--- src/rtl/instr_fetch_if.sv ---
// Bus bundle between the fetch stage, the synchronous instruction ROM and the core.
// The master side belongs to instr_fetch; the slave side belongs to the ROM/core environment.
interface instr_fetch_if #(
  parameter int unsigned ADDR_WIDTH = 3,
  parameter int unsigned DATA_WIDTH = 32
);
  logic [ADDR_WIDTH-1:0] rom_addr;
  logic [DATA_WIDTH-1:0] rom_q;
  logic                  redirect_valid;
  logic [31:0]           redirect_pc;
  logic                  instr_valid;
  logic                  instr_ready;
  logic [DATA_WIDTH-1:0] instr_data;
  logic [31:0]           instr_pc;
  logic                  halted;

  modport master (
    output rom_addr,
    input  rom_q,
    input  redirect_valid,
    input  redirect_pc,
    output instr_valid,
    input  instr_ready,
    output instr_data,
    output instr_pc,
    output halted
  );

  modport slave (
    input  rom_addr,
    output rom_q,
    output redirect_valid,
    output redirect_pc,
    input  instr_valid,
    output instr_ready,
    input  instr_data,
    input  instr_pc,
    input  halted
  );
endinterface

--- src/rtl/instr_fetch.sv ---
// Fetch stage: issues sequential ROM reads, absorbs the one-cycle ROM latency and
// buffers returned words in a DEPTH-entry prefetch FIFO drained by a valid/ready handshake.
module instr_fetch #(
  parameter int unsigned ADDR_WIDTH = 3,
  parameter int unsigned DATA_WIDTH = 32,
  parameter int unsigned DEPTH      = 2,
  parameter logic [31:0] LAST_PC    = 32'd7
) (
  input  logic          clk,
  input  logic          rst_n,
  instr_fetch_if.master bus
);

  localparam int unsigned   CW        = $clog2(DEPTH + 1);
  localparam int unsigned   OW        = CW + 1;
  localparam int unsigned   PW        = (DEPTH > 1) ? $clog2(DEPTH) : 1;
  localparam logic [OW-1:0] DEPTH_O   = OW'(DEPTH);
  localparam logic [PW-1:0] LAST_SLOT = PW'(DEPTH - 1);

  logic [31:0]           fetch_pc_q, fetch_pc_d;
  logic                  done_q, done_d;
  logic                  inflight_valid_q, inflight_valid_d;
  logic [31:0]           inflight_pc_q, inflight_pc_d;
  logic [PW-1:0]         rd_ptr_q, rd_ptr_d;
  logic [PW-1:0]         wr_ptr_q, wr_ptr_d;
  logic [CW-1:0]         count_q, count_d;
  logic [31:0]           fifo_pc_q   [DEPTH];
  logic [DATA_WIDTH-1:0] fifo_data_q [DEPTH];
  logic [31:0]           hold_pc_q;
  logic [DATA_WIDTH-1:0] hold_data_q;

  logic                  head_valid;
  logic                  pop;
  logic                  push;
  logic                  issue;
  logic [OW-1:0]         occupancy;
  logic [31:0]           out_pc;
  logic [DATA_WIDTH-1:0] out_data;

  function automatic logic [PW-1:0] ptr_inc(input logic [PW-1:0] p);
    return (p == LAST_SLOT) ? '0 : p + 1'b1;
  endfunction

  assign head_valid = (count_q != '0);
  assign pop        = head_valid && bus.instr_ready;
  assign push       = inflight_valid_q && !bus.redirect_valid;

  // Credit check counts the read still in flight so a returning word always has a slot.
  assign occupancy  = OW'(count_q) - OW'(pop) + OW'(inflight_valid_q);
  assign issue      = !bus.redirect_valid && !done_q && (occupancy < DEPTH_O);

  always_comb begin
    fetch_pc_d       = fetch_pc_q;
    done_d           = done_q;
    inflight_valid_d = issue;
    inflight_pc_d    = inflight_pc_q;
    rd_ptr_d         = rd_ptr_q;
    wr_ptr_d         = wr_ptr_q;
    count_d          = count_q;

    if (bus.redirect_valid) begin
      fetch_pc_d       = bus.redirect_pc;
      done_d           = (bus.redirect_pc > LAST_PC);
      inflight_valid_d = 1'b0;
      rd_ptr_d         = '0;
      wr_ptr_d         = '0;
      count_d          = '0;
    end else begin
      if (issue) begin
        inflight_pc_d = fetch_pc_q;
        fetch_pc_d    = fetch_pc_q + 32'd1;
        if (fetch_pc_q == LAST_PC) begin
          done_d = 1'b1;
        end
      end
      if (push) begin
        wr_ptr_d = ptr_inc(wr_ptr_q);
      end
      if (pop) begin
        rd_ptr_d = ptr_inc(rd_ptr_q);
      end
      case ({push, pop})
        2'b10:   count_d = count_q + 1'b1;
        2'b01:   count_d = count_q - 1'b1;
        default: count_d = count_q;
      endcase
    end
  end

  always_ff @(posedge clk or negedge rst_n) begin
    if (!rst_n) begin
      fetch_pc_q       <= '0;
      done_q           <= 1'b0;
      inflight_valid_q <= 1'b0;
      inflight_pc_q    <= '0;
      rd_ptr_q         <= '0;
      wr_ptr_q         <= '0;
      count_q          <= '0;
    end else begin
      fetch_pc_q       <= fetch_pc_d;
      done_q           <= done_d;
      inflight_valid_q <= inflight_valid_d;
      inflight_pc_q    <= inflight_pc_d;
      rd_ptr_q         <= rd_ptr_d;
      wr_ptr_q         <= wr_ptr_d;
      count_q          <= count_d;
    end
  end

  always_ff @(posedge clk or negedge rst_n) begin
    if (!rst_n) begin
      for (int unsigned i = 0; i < DEPTH; i++) begin
        fifo_pc_q[i]   <= '0;
        fifo_data_q[i] <= '0;
      end
    end else if (push) begin
      fifo_pc_q[wr_ptr_q]   <= inflight_pc_q;
      fifo_data_q[wr_ptr_q] <= bus.rom_q;
    end
  end

  // Shadow of whatever was last presented, so the outputs freeze when the FIFO drains or is flushed.
  always_ff @(posedge clk or negedge rst_n) begin
    if (!rst_n) begin
      hold_pc_q   <= '0;
      hold_data_q <= '0;
    end else begin
      hold_pc_q   <= out_pc;
      hold_data_q <= out_data;
    end
  end

  assign out_pc   = head_valid ? fifo_pc_q[rd_ptr_q]   : hold_pc_q;
  assign out_data = head_valid ? fifo_data_q[rd_ptr_q] : hold_data_q;

  assign bus.rom_addr    = fetch_pc_q[ADDR_WIDTH-1:0];
  assign bus.instr_valid = head_valid;
  assign bus.instr_pc    = out_pc;
  assign bus.instr_data  = out_data;
  assign bus.halted      = done_q && !inflight_valid_q && !head_valid;

endmodule

--- src/flat_wrapper.sv ---
// flat-port wrapper written by rule: the top's interface ports become plain ports
module instr_fetch_flat 
#(
  parameter int unsigned ADDR_WIDTH = 3,
  parameter int unsigned DATA_WIDTH = 32,
  parameter int unsigned DEPTH      = 2,
  parameter logic [31:0] LAST_PC    = 32'd7
)
  (clk, rst_n, bus_rom_addr, bus_rom_q, bus_redirect_valid, bus_redirect_pc, bus_instr_valid, bus_instr_ready, bus_instr_data, bus_instr_pc, bus_halted);
  instr_fetch_if #(.ADDR_WIDTH(ADDR_WIDTH), .DATA_WIDTH(DATA_WIDTH)) bus_i ();
  input  logic clk;
  input  logic rst_n;
  output wire logic [$bits(bus_i.rom_addr)-1:0] bus_rom_addr;
  input wire logic [$bits(bus_i.rom_q)-1:0] bus_rom_q;
  input wire logic [$bits(bus_i.redirect_valid)-1:0] bus_redirect_valid;
  input wire logic [$bits(bus_i.redirect_pc)-1:0] bus_redirect_pc;
  output wire logic [$bits(bus_i.instr_valid)-1:0] bus_instr_valid;
  input wire logic [$bits(bus_i.instr_ready)-1:0] bus_instr_ready;
  output wire logic [$bits(bus_i.instr_data)-1:0] bus_instr_data;
  output wire logic [$bits(bus_i.instr_pc)-1:0] bus_instr_pc;
  output wire logic [$bits(bus_i.halted)-1:0] bus_halted;
  assign bus_rom_addr = bus_i.rom_addr;
  assign bus_i.rom_q = bus_rom_q;
  assign bus_i.redirect_valid = bus_redirect_valid;
  assign bus_i.redirect_pc = bus_redirect_pc;
  assign bus_instr_valid = bus_i.instr_valid;
  assign bus_i.instr_ready = bus_instr_ready;
  assign bus_instr_data = bus_i.instr_data;
  assign bus_instr_pc = bus_i.instr_pc;
  assign bus_halted = bus_i.halted;
  instr_fetch #(.ADDR_WIDTH(ADDR_WIDTH), .DATA_WIDTH(DATA_WIDTH), .DEPTH(DEPTH), .LAST_PC(LAST_PC)) u_core (.clk(clk), .rst_n(rst_n), .bus(bus_i));
endmodule
--- config.mk ---
export PLATFORM = sky130hd
export DESIGN_NAME = instr_fetch_flat
export DESIGN_NICKNAME = d
export VERILOG_FILES = /design/src/rtl/instr_fetch_if.sv /design/src/rtl/instr_fetch.sv /design/src/flat_wrapper.sv
export SDC_FILE = /design/constraint.sdc
export NUM_CORES = 1
export LEC_CHECK = 0
export CAP_MARGIN = 20
export CORE_AREA = 2 2 167 186
export CTS_CLUSTER_SIZE = 28
export DETAILED_ROUTE_END_ITERATION = 6
export DIE_AREA = 0 0 169 188
export GPL_TIMING_DRIVEN = 0
export PLACE_DENSITY = 0.6
export SLEW_MARGIN = 20
export SYNTH_ARGS = -nofsm -noshare
export SYNTH_HDL_FRONTEND = slang
export SYNTH_SLANG_ARGS = --single-unit
--- constraint.sdc ---
create_clock -name clk -period 7.8 [get_ports clk]
set_clock_uncertainty 0.1 [all_clocks]
set_input_delay 1.56 -clock clk [delete_from_list [all_inputs] [get_ports clk]]
set_output_delay 1.56 -clock clk [all_outputs]
set_load 0.01 [all_outputs]
==> flow_summary_export.csv <==
group,metric,value,unit
setup_path,crit_path_end_kind,"primary output",
die,start_util,37.41,%
power_and_ir_drop,powerDensity,275.9,nW/um^2
detailed_routing,first_iter_violations,385,
sta,worstMarginPinSlew,0.8810,ns
power_and_ir_drop,switching_share,26.10,%
detailed_routing,vias,7840,
synth,synth_cell_types,47,
global_route,grt_pass1_vias,8121,
place,port_buffers,135,
synth,ys_seq_area_share,58.40,%
global_route,grt_pass1_wl,43970,um
die,die_w,169,um
die,rows,67,
power_and_ir_drop,p_leak,6.236,nW
clock_network,ctsHoldBuffers,0,
synth,synth_nets,1031,
clock_network,clock_path_buffers,3,
synth,yosysWarnings,0,
place,dp_hpwl,18990,um
detailed_routing,wirelength,27180,um
setup_path,worst_path_most_repeated_cell,"clkbuf_1",
synth,synth_edf_count,0,
synth,ys_top_cells_by_area,"dfrtp_1 58%, mux2_2 13%, mux2i_1 6.0%",
synth,synth-async-reset-ratio,100.0,%
die,die_area,31770,um^2
clock_network,cts_sinks,262,
power_and_ir_drop,p_seq_share,42.9,%
detailed_routing,viasPerCell,5.141,
setup_path,crit_chain,"or2_2 -> clkbuf_1 -> clkbuf_1 -> clkbuf_1 -> nor2_1 -> a21oi_1 -> clkdlybuf4s50_1",
setup_path,reg2reg_depth,14,
synth,netlist.area_leader.share,58.40,%
sta,maxSlewViolCount,0,
detailed_routing,routedWlPerCell,17.82,um
clock_network,cts_setup_buffers,0,
finish,antennaDiodeCount,0,
clock_network,clkLatencyLatePin,0.54,ns
synth,synthCells,960,
finish,areaGrowthSynthToFinish,25.23,%
setup_path,cp_slowest_cell,"clkdlybuf4s50_1",
detailed_routing,ant_nets,0,
sta,tns,0,ns
synth,synth_top_area_cell,"dfrtp_1",
job,maxCapViolations,0,
synth,syn_area,11230,um^2
power_and_ir_drop,p_sw,1.012,mW
min_path,hold-path-cell-count,2,
sta,hold_viol,0,
status,status,"complete, no violations",
power_and_ir_drop,clock_power_share,35.3,%
sta,fmax,198.6,MHz
synth,ys_ff_latch,262,
setup_path,ff2ff_setup_slack,3.76,ns
die,ios,137,
die,die_h,188,um
min_path,min_from,"u_core.inflight_pc_q[11]",
setup_path,critPathArrivalTime,3.37,ns
sta,maxSlewHeadroom,40.94,%
setup_path,cp.required,6.14,ns
setup_path,crit_family,"buffers and inverters",
finish,layout-drive-gt1-share,17.36,%
sta,rsz0062_at_grt,"no",
power_and_ir_drop,p_int,2.866,mW
clock_network,clk_pin_slew,0.06,ns
min_path,worstHoldEndpoint,"u_core.inflight_pc_q[11]",
global_route,grt-ovfl-total,0,
setup_path,worstSetupStartpointType,"flop",
synth,avgSynthCellArea,11.69,um^2
place,finalWeightedCongestion,0.8411,
sta,setup_viol,0,
detailed_routing,drc,0,
synth,synthFlopType,"dfrtp_1",
detailed_routing,drtPass1Iterations,4,
global_route,grt_max_degree,100,
die,core_area,30010,um^2
setup_path,r2r_start,"u_core.count_q[1]",
sta,period_share,64.54,%
min_path,hp-class,"flop to flop",
global_route,antenna_found_initial,0,
setup_path,crit_fanout,10,
finish,fin_nets,1198,
setup_path,crit_buf_inv,4,
sta,whs,0.3972,ns
power_and_ir_drop,comb_power_share,21.8,%
clock_network,cts_tree,"yes",
clock_network,root_buffer,"clkbuf_16",
setup_path,worst_r2r_endpoint,"u_core.fetch_pc_q[22]",
sta,final.min_clock_period,5.034,ns
power_and_ir_drop,ir_drop,138.1,uV
clock_network,cts_buffers,28,
global_route,gr-usage-all-layers,17.28,%
clock_network,post_cts_resized,0,
setup_path,crit_type,"flop to primary output",
setup_path,max_stage_delay,0.60,ns
clock_network,htreeDepth,1,
[power by group through the flow]
stage	combinational (mW)	sequential, mW	clock, mW
floorplan	0.359	1.66	0
detailed placement	0.858	1.69	0
global placement	0.846	1.69	0
finish	0.846	1.66	1.37
global route	0.926	1.68	1.47
CTS	0.862	1.66	1.41
[sequential cells by signal, indices dropped and copies added, names as in the netlist]
name / cells
u_core.fifo_data_q: 64
u_core.fifo_pc_q: 64
u_core.fetch_pc_q: 32
u_core.hold_data_q: 32
u_core.hold_pc_q: 32
u_core.inflight_pc_q: 32
u_core.count_q: 2
u_core.done_q: 1
u_core.inflight_valid_q: 1
u_core.rd_ptr_q: 1
u_core.wr_ptr_q: 1
[metal layers]
layer / vias to the layer above / share of wire (%) / global-route usage, %
met5: - / 0 / 0
met1: 3873 / 46 / 24.21
met2: 187 / 47 / 28.04
met4: 0 / 1.8 / 4.208
met3: 36 / 5.3 / 2.976
li1: 3744 / - / -
[worst max-delay path by stage]
| stage | from | end | slack, ns | depth (start not counted) |
|---|---|---|---|---|
| floorplan | bus_instr_ready | u_core.fetch_pc_q[15] | 3.70 | 10 |
| global placement | rst_n | u_core.hold_pc_q[8] | -6.34 | 1 |
| detailed placement | bus_instr_ready | u_core.fetch_pc_q[22] | 2.71 | 13 |
| CTS | u_core.count_q[1] | bus_instr_pc[14] | 2.61 | 7 |
| global route | u_core.count_q[1] | bus_instr_pc[14] | 2.45 | 7 |
| finish | u_core.count_q[1] | bus_instr_pc[18] | 2.77 | 7 |
[cell usage in the layout, fill, tap and decap left out, types with 4 or more instances in the layout]
master,netlist,final
and4_1,4,4
bufinv_16,0,4
o311ai_0,13,13
clkbuf_1,35,41
buf_2,13,13
clkbuf_16,0,29
clkdlybuf4s50_1,0,134
nand2_1,121,121
a21oi_1,68,68
inv_1,10,10
xnor2_1,5,5
o211ai_1,12,12
dfrtp_1,262,262
a22oi_1,6,6
clkinv_2,0,6
nor2_1,87,87
mux2_2,128,128
nand3_1,23,23
buf_1,6,6
nor3_1,4,4
and3_1,6,6
mux2i_1,67,67
nor4_1,16,16
nand4_1,7,7
o21ai_0,23,23
[cells in the mapped netlist (2+ instances only)]
cell,instances
a21oi_1,68
a221o_1,3
a22oi_1,6
a31oi_1,3
a32oi_1,2
and2_1,2
and3_1,6
and4_1,4
buf_1,6
buf_2,13
buf_4,3
clkbuf_1,35
dfrtp_1,262
ha_1,2
inv_1,10
mux2_2,128
mux2i_1,67
nand2_1,121
nand3_1,23
nand4_1,7
nor2_1,87
nor3_1,4
nor3b_1,3
nor4_1,16
nor4_4,3
o211ai_1,12
o21ai_0,23
o311ai_0,13
or3_1,3
or4_1,3
xnor2_1,5
xor2_1,2
[area by class of cell]
cell class | instances | area, um^2
buffer | 58 | 252.7
clock buffer | 38 | 789.5
clock inverter | 11 | 157.7
fill | 2817 | 15950
inverter | 10 | 37.54
multi-input combinational | 630 | 4379
sequential | 262 | 6556
tap | 379 | 474.2
timing repair buffer | 137 | 1411
[worst reg2reg max path: stages, from the launching register on]
cell and delay [ns]:
dfrtp_1 0.47, or2_2 0.30, clkbuf_1 0.17, nand2_1 0.17
inv_1 0.06, ha_1 0.26, nand2b_1 0.15, fa_1 0.45
nor3b_1 0.17, nand2_1 0.29, inv_1 0.11, nor2_1 0.64
buf_2 0.37, o21ai_0 0.12, o311ai_0 0.10
[cell families after synthesis]
| family | share of synthesized area (%) |
|---|---|
| buffers and inverters | 2.586 |
| xor gates and xnor gates | 0.5462 |
| and+or+nand+nor | 11.94 |
| adders and majority gates | 0.4012 |
| DFF | 58.40 |
| muxes | 18.81 |
| AOI/OAI and AO/OA | 7.312 |
[through the flow]
| step | utilization, % | cells | total power [mW] | setup slack [ns] | area (um^2) |
|---|---|---|---|---|---|
| floorplan | - | 960 | 2.018 | 3.703 | 11230 |
| global placement | 43.49 | 1474 | 2.534 | -6.337 | 13050 |
| detailed placement | 43.69 | 1476 | 2.546 | 2.708 | 13110 |
| CTS | 46.84 | 1525 | 3.932 | 2.611 | 14060 |
| global route | 46.84 | 1525 | 4.076 | 2.447 | 14060 |
| finish | 46.84 | 1525 | 3.879 | 2.766 | 14060 |
Power figures use the tool's default switching activity.
